[src/rtl/buck_pwm_ctrl.sv]
// rtl/buck_pwm_ctrl.sv - synchronous buck PWM controller with dead time,
// soft start, cycle-by-cycle overcurrent limit and diode emulation.
module buck_pwm_ctrl #(
  parameter int                     PERIOD    = 20,
  parameter int                     DEAD      = 2,
  parameter int                     CNT_W     = 8,
  parameter int                     SS_STEP   = 2,
  parameter int                     I_W       = 16,
  parameter logic signed [I_W-1:0]  OC_LIMIT  = 16'sd20000,
  parameter logic signed [I_W-1:0]  ZC_THRESH = 16'sd10
) (
  input  logic             clk,
  input  logic             rst_n,
  input  logic             enable,
  input  logic [CNT_W-1:0] duty_cmd,
  input  logic [I_W-1:0]   i_ind,
  output logic             hs,
  output logic             ls,
  output logic             period_start,
  output logic             oc_event,
  output logic             zc_event,
  output logic [CNT_W-1:0] duty_eff
);

  typedef enum logic [2:0] {
    S_IDLE,
    S_HS,
    S_DT1,
    S_LS,
    S_DT2
  } state_t;

  localparam logic [CNT_W-1:0] DMAX_C    = CNT_W'(PERIOD - 2 * DEAD);
  localparam logic [CNT_W-1:0] LAST_C    = CNT_W'(PERIOD - 1);
  localparam logic [CNT_W-1:0] LS_END_C  = CNT_W'(PERIOD - DEAD - 1);
  localparam logic [CNT_W-1:0] DT_LAST_C = CNT_W'(DEAD - 1);
  localparam logic [CNT_W-1:0] SS_C      = CNT_W'(SS_STEP);
  localparam logic [CNT_W-1:0] ONE_C     = CNT_W'(1);

  state_t           state_q, state_d;
  logic [CNT_W-1:0] cnt_q, cnt_d;
  logic [CNT_W-1:0] dt_q, dt_d;
  logic [CNT_W-1:0] duty_q, duty_d;
  logic             oc_q, oc_d;
  logic             zc_q, zc_d;

  logic [CNT_W-1:0] dclamp;
  logic [CNT_W:0]   duty_sum;
  logic [CNT_W-1:0] duty_next;
  logic             oc_hit;
  logic             zc_hit;

  // Ramp by SS_STEP toward the clamped command; a lower command takes effect at once.
  always_comb begin
    dclamp    = (duty_cmd > DMAX_C) ? DMAX_C : duty_cmd;
    duty_sum  = {1'b0, duty_q} + {1'b0, SS_C};
    duty_next = (duty_sum > {1'b0, dclamp}) ? dclamp : duty_sum[CNT_W-1:0];
    oc_hit    = ($signed(i_ind) >= OC_LIMIT);
    zc_hit    = ($signed(i_ind) <= ZC_THRESH);
  end

  always_comb begin
    state_d = state_q;
    cnt_d   = cnt_q + ONE_C;
    dt_d    = dt_q;
    duty_d  = duty_q;
    oc_d    = 1'b0;
    zc_d    = 1'b0;
    if (!enable) begin
      state_d = S_IDLE;
      cnt_d   = '0;
      dt_d    = '0;
      duty_d  = '0;
    end else if (state_q == S_IDLE || cnt_q == LAST_C) begin
      cnt_d   = '0;
      dt_d    = '0;
      duty_d  = duty_next;
      state_d = (duty_next != '0) ? S_HS : S_DT1;
    end else begin
      unique case (state_q)
        S_HS: begin
          oc_d = oc_hit;
          if (oc_hit || cnt_q == duty_q - ONE_C) begin
            state_d = S_DT1;
            dt_d    = '0;
          end
        end
        S_DT1: begin
          if (dt_q == DT_LAST_C) begin
            if (zc_hit) begin
              state_d = S_DT2;
              zc_d    = 1'b1;
            end else if (cnt_q < LS_END_C) begin
              state_d = S_LS;
            end else begin
              state_d = S_DT2;
            end
          end else begin
            dt_d = dt_q + ONE_C;
          end
        end
        S_LS: begin
          if (zc_hit) begin
            state_d = S_DT2;
            zc_d    = 1'b1;
          end else if (cnt_q == LS_END_C) begin
            state_d = S_DT2;
          end
        end
        default: state_d = state_q;
      endcase
    end
  end

  always_ff @(posedge clk or negedge rst_n) begin
    if (!rst_n) begin
      state_q <= S_IDLE;
      cnt_q   <= '0;
      dt_q    <= '0;
      duty_q  <= '0;
      oc_q    <= 1'b0;
      zc_q    <= 1'b0;
    end else begin
      state_q <= state_d;
      cnt_q   <= cnt_d;
      dt_q    <= dt_d;
      duty_q  <= duty_d;
      oc_q    <= oc_d;
      zc_q    <= zc_d;
    end
  end

  assign hs           = (state_q == S_HS);
  assign ls           = (state_q == S_LS);
  assign period_start = (state_q != S_IDLE) && (cnt_q == '0);
  assign oc_event     = oc_q;
  assign zc_event     = zc_q;
  assign duty_eff     = duty_q;

endmodule
[config.mk]
export PLATFORM = sky130hd
export DESIGN_NAME = buck_pwm_ctrl
export DESIGN_NICKNAME = d
export VERILOG_FILES = /design/src/rtl/buck_pwm_ctrl.sv
export SDC_FILE = /design/constraint.sdc
export NUM_CORES = 1
export LEC_CHECK = 0
export ABC_AREA = 1
export CORE_ASPECT_RATIO = 0.8
export CORE_MARGIN = 3
export CORE_UTILIZATION = 48
export DETAILED_ROUTE_END_ITERATION = 6
export GPL_TIMING_DRIVEN = 1
export PLACE_DENSITY = 0.76
export SYNTH_ARGS = -nofsm -noshare
export SYNTH_HDL_FRONTEND = slang
export SYNTH_SLANG_ARGS = --single-unit
[constraint.sdc]
create_clock -name clk -period 2.31 [get_ports clk]
set_input_delay 0.3465 -clock clk [delete_from_list [all_inputs] [get_ports clk]]
set_output_delay 0.3465 -clock clk [all_outputs]
set_load 0.01 [all_outputs]
**Yosys cells after proc, flatten, opt, wreduce, memory -nomap -nowiden**

Index checks and enable logic that the tools add are counted.

- Register bits: 29
- Output and inout port bits: 13
- Bits of input ports: 27
- Word-level logic and storage cells: 67

- Eq/ne operators: 14
- Muxes and demuxes: 29
- Add/subtract/negate cells: 4
- Order comparisons: 5
- Reduce and logical (&&, ||, !) cells: 9

Operator list:

| cell | number |
|---|---|
| two-way mux 8 bit | 10 |
| two-way mux 3 bit | 8 |
| adder 8 x 1 -> 8 bit (second input constant) | 2 |
| == test 8 x 5 -> 1 bit (second input constant) | 2 |
| >= comparator 16 bit (second input constant) | 1 |
| <= comparator 16 x 5 -> 1 bit (second input constant) | 1 |
| case mux 8 bit (2 select lines) | 1 |
| adder 8 x 2 -> 9 bit (second input constant) | 1 |
| greater-than comparator 9 x 8 -> 1 bit | 1 |
| case mux 3 bit (3 select lines) | 1 |
| == test 8 x 1 -> 1 bit (second input constant) | 1 |
| == test 8 bit | 1 |
| greater-than comparator 8 x 5 -> 1 bit (second input constant) | 1 |
| zero test 8 bit | 1 |
| < comparator 8 x 5 -> 1 bit (second input constant) | 1 |
| inequality test 4 bit (second input constant) | 2 |
| nonzero test 8 bit | 1 |
| subtractor 8 x 1 -> 8 bit (second input constant) | 1 |
| two-way mux 1 bit | 7 |
| == test 3 x 2 -> 1 bit (second input constant) | 2 |
| inequality test 5 x 1 -> 1 bit (second input constant) | 1 |
| inequality test 5 x 2 -> 1 bit (second input constant) | 1 |
| inequality test 4 x 1 -> 1 bit (second input constant) | 1 |
| inequality test 4 x 2 -> 1 bit (second input constant) | 1 |
| 10 further kinds | 11 |

**Depth between registers and ports, before layout**

- Depth after elaboration: 8
- Mapped depth: 22
- Mapped depth without buffers: 22

**Least setup slack after synthesis**

Ideal clock, no wire load.

- Path type: flip-flop to flip-flop
- Start: reg duty_q[2], in the netlist duty_eff[2]
- End: reg state_q[1]
- Path buffers: 0
- Clock period less this slack: 2.406 ns
- Setup time: 0.116 ns
- Arrival time: 2.289 ns
- Required time: 2.194 ns
- Stages on the path, launching flop included: 17
- Slack: -0.096 ns
- Cell sequence: dfrtp_1 ha_1 nand2_1 nor3_1 xor2_1 ha_1 inv_1 nor2_1 nand2_1 nand2_4 nand2_2 o21ai_0 nor2_1 nand2_1 nand2_1 nand2_1 nand2_1

- Longest elaborated chain between the ends: 7
- Elaborated cells on any way between the ends: 12
- Those cells by class: 2 x add/sub; 1 x order compare; 2 x eq/ne; 4 x mux; 3 x reduce/logical

Ends and longest elaborated chain:

| element | RTL line | source |
|---|---|---|
| from (decl) | 43 | `logic [CNT_W-1:0] duty_q, duty_d;` |
| from (signal assigned) | 127 | `duty_q <= duty_d;` |
| adder 8 x 2 -> 9 bit | 56 | `duty_sum = {1'b0, duty_q} + {1'b0, SS_C};` |
| greater-than comparator 9 x 8 -> 1 bit | 57 | `duty_next = (duty_sum > {1'b0, dclamp}) ? dclamp : duty_sum[CNT_W-1:0];` |
| two-way mux 8 bit | 57 |  |
| nonzero test 8 bit | 78 | `state_d = (duty_next != '0) ? S_HS : S_DT1;` |
| two-way mux 2 bit | 78 |  |
| two-way mux 3 bit | 74 | `end else if (state_q == S_IDLE \|\| cnt_q == LAST_C) begin` |
| two-way mux 3 bit | 69 | `if (!enable) begin` |
| to (signal assigned) | 124 | `state_q <= state_d;` |
| to (decl) | 40 | `state_t state_q, state_d;` |

Parallel ways exist; a longest one is shown, timed or not.
A chain may end at the register's enable or synchronous reset.

**Worst setup path in the final report**

- Start: in duty_cmd[5]
- End: reg state_q[1]

- Longest elaborated chain between the ends: 8

Ends and longest elaborated chain:

| element | RTL line | source |
|---|---|---|
| from (decl) | 15 | `input logic [CNT_W-1:0] duty_cmd,` |
| greater-than comparator 8 x 5 -> 1 bit | 55 | `dclamp = (duty_cmd > DMAX_C) ? DMAX_C : duty_cmd;` |
| two-way mux 8 bit * | 55 |  |
| greater-than comparator 9 x 8 -> 1 bit | 57 |  |
| two-way mux 8 bit * | 57 |  |
| nonzero test 8 bit * | 78 |  |
| two-way mux 2 bit * | 78 |  |
| two-way mux 3 bit * | 74 |  |
| two-way mux 3 bit * | 69 |  |

Every way passes the cells marked *; elsewhere a longest branch is shown, timed or not.

==> results summary <==
The sum of net half-perimeters after detailed placement came out at 4690 um. The detail route stage leaves a number of antenna-violating nets equal to 0. The detailed router finished its first iteration with 145 violations.

The count of endpoints failing hold in the final timing report is 0. Dividing the detail-routed wire length by the instance count gives 14.1 um. The total number of nets in the final design is 465. The maximum net fanout on the critical path is 6. The total clock buffers created by CTS is 5. After floorplanning, the core was divided into 21 placement rows. Across every metal layer, demand over resource in global routing totals 0.227. The number of buffers inserted for hold repair after clock tree synthesis came out at 0. The maximum number of pins on one net before global-route repair is 30. The share of cells above drive strength 1 is 0.268.

Of the total power, registers draw 0.225. The share of synthesized area occupied by flip-flops and latches is 0.312. Summing every instance area after synthesis gives 2320 um^2. In the synthesized netlist, the cells that appear most often are sky130_fd_sc_hd__nand2_1, sky130_fd_sc_hd__nor2_1, sky130_fd_sc_hd__inv_1, sky130_fd_sc_hd__dfrtp_1, sky130_fd_sc_hd__nand3_1.

The max-cap violation count is 0. The number of antenna violations at the first check in global routing came out at 0. The overall die height came out at 68.2 um. The maximum level of the CTS H-tree came out at 2. Buffers placed on the I/O ports in this run total 39. In the post-synthesis netlist, the cell with the most instances is sky130_fd_sc_hd__nand2_1. The switching share of total power is 0.429. The worst register-to-register path ends at state_q[1]$_DFFE_PN0P_. After detailed routing, the number of vias per cell comes to 5.23.

On the final layout, the worst hold slack is 0.450 ns. The global placement routability congestion is 0.890. The largest total area in the synthesized netlist belongs to sky130_fd_sc_hd__dfrtp_1. The checks that failed: negative setup slack. The Yosys step of the flow raised 0 warnings. The clock sink count came out at 29.

The total net switching power came out at 1.23 mW. In the synthesized netlist the dominant register cell turns out to be sky130_fd_sc_hd__dfrtp_1. The final critical-path required period is 2.49 ns. The clock arrives with 0.00797 ns of skew.

The tightest min-delay check is of the primary input to async pin type. The internal power came out at 1.64 mW. TritonCTS built the clock tree. The clock latency on the worst-skew pair is 0.28 ns. The data arrival time of the critical path came out at 2.70 ns.

The synthesized netlist cell count came out at 333. The tree is rooted in a sky130_fd_sc_hd__clkbuf_8. The floorplan step defined a die boundary enclosing 5720 um^2. The flow ran to the end, but the final reports show violations. Of all flip-flops after synthesis, the portion carrying an async set or reset was 1.00. The first global-routing pass estimated 10,200 um of wire. The final worst slack came out at -0.176 ns. The number of storage elements in the synthesis netlist came out at 29. The number of DRC violations after detailed routing came out at 0. The distinct cell type count of the synthesized netlist is 34. The number of primary I/O pins is 40.

The post-detailed-routing wire length came out at 6780 um. Counting along the longest clock path gives a buffer depth of 2. The die width is 83.8 um. The slack of the worst reg-to-reg path is -0.15 ns. For this configuration, the core starts out at a cell density of 0.527. The critical path is of the primary input to register type. At the worst endpoint, the required time is 2.53 ns. The maximum vdd drop came out at 0.587 mV. The portion of total power attributed to combinational logic came out at 0.624. The highest clock rate came out at 402 MHz. From synthesis to final layout, the design area changed by 48.0%. For this design the ratio of total power to cell area is 834 nW/um^2.

The total count of max-transition violations in the final report was 0. The total power is 2.87 mW. In this run, synthesis inferred 0 flip-flops with an integrated enable.

Setup repair after global routing could not meet its margin everywhere. After synthesis, the cell types taking the most area are sky130_fd_sc_hd__dfrtp_1, sky130_fd_sc_hd__nand2_1, sky130_fd_sc_hd__ha_1. The share of total power in the clock network is 0.150. In this run the static leakage power is 1.67 nW. Setup violations remaining at the end of the flow were counted as 10. The region available for standard cell placement spans 4410 um^2. The via count of the first global-routing pass came to 2,192. Summing over every cut layer, the via total after detailed routing is 2,507. The startpoint of the worst-slack reg-to-reg timing path is duty_eff[1]$_DFFE_PN0P_.

The share of the cycle needed by the critical path after routing came out at 1.08. The total overflow left after global routing is 0. The area share of the largest cell type after synthesis came out at 0.312.

Measured in cells, the most critical reg-to-reg path has a length of 21. The number of search-and-repair iterations in the first detailed-routing pass came out at 4. STA classifies the critical path startpoint as a primary input.

The diode insertion count for antenna repair is 0. The type of destination of the critical path is a register. The clock transition at the register clock pins on the worst setup and hold paths after CTS is 0.07 ns.

In this run the mean area of a mapped cell was 6.98 um^2.
[power by group through the flow]
stage | clock [mW] | combinational [mW] | sequential (mW)
floorplan | 0 | 0.843 | 0.667
global placement | 0 | 1.39 | 0.645
detailed placement | 0 | 1.42 | 0.646
CTS | 0.430 | 1.54 | 0.646
global route | 0.459 | 1.97 | 0.657
finish | 0.430 | 1.79 | 0.647
[layer usage]
layer,global-route usage,vias to the layer above,share of wire
met5,0,-,0
met4,0.0743,0,0.023
li1,-,1241,-
met3,0.0529,16,0.057
met2,0.367,99,0.47
met1,0.303,1151,0.45
[final cells by class]
type                    count  area, um^2
multi-input cells         258        1650
fillers                   296         975
flip-flops and latches     29         729
repair buffers             80         717
inverters                  48         183
clock buffers               7        86.3
well taps                  57        71.3
[what timing repair did]
action,in CTS,in global routing
pin swaps,14,25
gates cloned,1,1
resized for setup,28,29
endpoints found under the hold margin,0,0
buffers inserted,4,3
setup endpoints to repair,6,19
[state kept, by name, summed over array words and instances (netlist names)]
signal / cells
zc_event: 1
cnt_q: 8
oc_event: 1
duty_eff: 8
state_q: 3
dt_q: 8
[logic make-up (layout without fill, tap and decap cells)]
kind of cell    after synthesis  in the layout  share of synthesized area
simple gates                178            179                      0.342
buf+inv                      50            135                     0.0823
compound gates               38             39                     0.0963
flops                        29             29                      0.312
xor+xnor                     20             20                     0.0754
fa+ha+maj                    16             16                     0.0861
other cells                   1              3                    0.00161
mux                           1              1                    0.00431
[layout by cell type (no fill, tap or decap), types with 4 or more instances in the layout]
cell,count
sky130_fd_sc_hd__dlymetal6s2s_1,4
sky130_fd_sc_hd__ha_4,5
sky130_fd_sc_hd__clkdlybuf4s50_1,33
sky130_fd_sc_hd__nand2_1,62
sky130_fd_sc_hd__a21oi_2,4
sky130_fd_sc_hd__nand2_2,14
sky130_fd_sc_hd__inv_1,39
sky130_fd_sc_hd__buf_4,38
sky130_fd_sc_hd__ha_1,10
sky130_fd_sc_hd__o21ai_0,11
sky130_fd_sc_hd__a21oi_1,7
sky130_fd_sc_hd__nand3_1,21
sky130_fd_sc_hd__o22ai_1,4
sky130_fd_sc_hd__inv_2,8
sky130_fd_sc_hd__nor2_1,45
sky130_fd_sc_hd__o21ai_1,4
sky130_fd_sc_hd__nor3_1,10
sky130_fd_sc_hd__nor2_2,7
sky130_fd_sc_hd__dfrtp_1,26
sky130_fd_sc_hd__xnor2_1,5
sky130_fd_sc_hd__nand2_4,4
sky130_fd_sc_hd__xor2_1,12
sky130_fd_sc_hd__clkbuf_8,6
[worst max-delay path: stages]
cell and delay (ns):
sky130_fd_sc_hd__clkdlybuf4s50_1 0.39, sky130_fd_sc_hd__inv_1 0.05, sky130_fd_sc_hd__nand2_1 0.07, sky130_fd_sc_hd__a21oi_2 0.23, sky130_fd_sc_hd__nand2_2 0.12, sky130_fd_sc_hd__ha_4 0.26, sky130_fd_sc_hd__a21oi_2 0.13, sky130_fd_sc_hd__nand2_1 0.06
sky130_fd_sc_hd__nand2_1 0.07, sky130_fd_sc_hd__nand2_1 0.07, sky130_fd_sc_hd__nand2_2 0.09, sky130_fd_sc_hd__nand2_4 0.08, sky130_fd_sc_hd__nand2_4 0.10, sky130_fd_sc_hd__nand2_2 0.06, sky130_fd_sc_hd__nand2_2 0.07, sky130_fd_sc_hd__nand2_1 0.05
sky130_fd_sc_hd__nor2_1 0.12, sky130_fd_sc_hd__nand2_1 0.11, sky130_fd_sc_hd__nand2_1 0.08, sky130_fd_sc_hd__nand2_1 0.05, sky130_fd_sc_hd__nand2_1 0.06
[worst max path at each step]
| stage | start | endpoint | slack [ns] | cells after the start |
|---|---|---|---|---|
| floorplan | duty_eff[2]$_DFFE_PN0P_ | state_q[0]$_DFFE_PN0P_ | 0.02 | 17 |
| global placement | duty_cmd[2] | state_q[0]$_DFFE_PN0P_ | -0.32 | 20 |
| detailed placement | duty_cmd[2] | state_q[1]$_DFFE_PN0P_ | -0.41 | 20 |
| CTS | duty_eff[2]$_DFFE_PN0P_ | state_q[0]$_DFFE_PN0P_ | -0.01 | 17 |
| global route | duty_cmd[5] | state_q[1]$_DFFE_PN0P_ | -0.35 | 21 |
| finish | duty_cmd[5] | state_q[1]$_DFFE_PN0P_ | -0.18 | 21 |
[stage by stage]
stage	setup WS, ns	setup TNS [ns]	cell area, um^2	util	std cells
floorplan	0.0205	0	2350	-	335
global placement	-0.316	-1.85	3060	0.692	463
detailed placement	-0.405	-2.69	3060	0.692	463
CTS	-0.00960	-0.0104	3280	0.743	475
global route	-0.346	-2.35	3440	0.779	479
finish	-0.176	-0.582	3440	0.779	479
No activity file was read; power rests on OpenSTA's default activity.
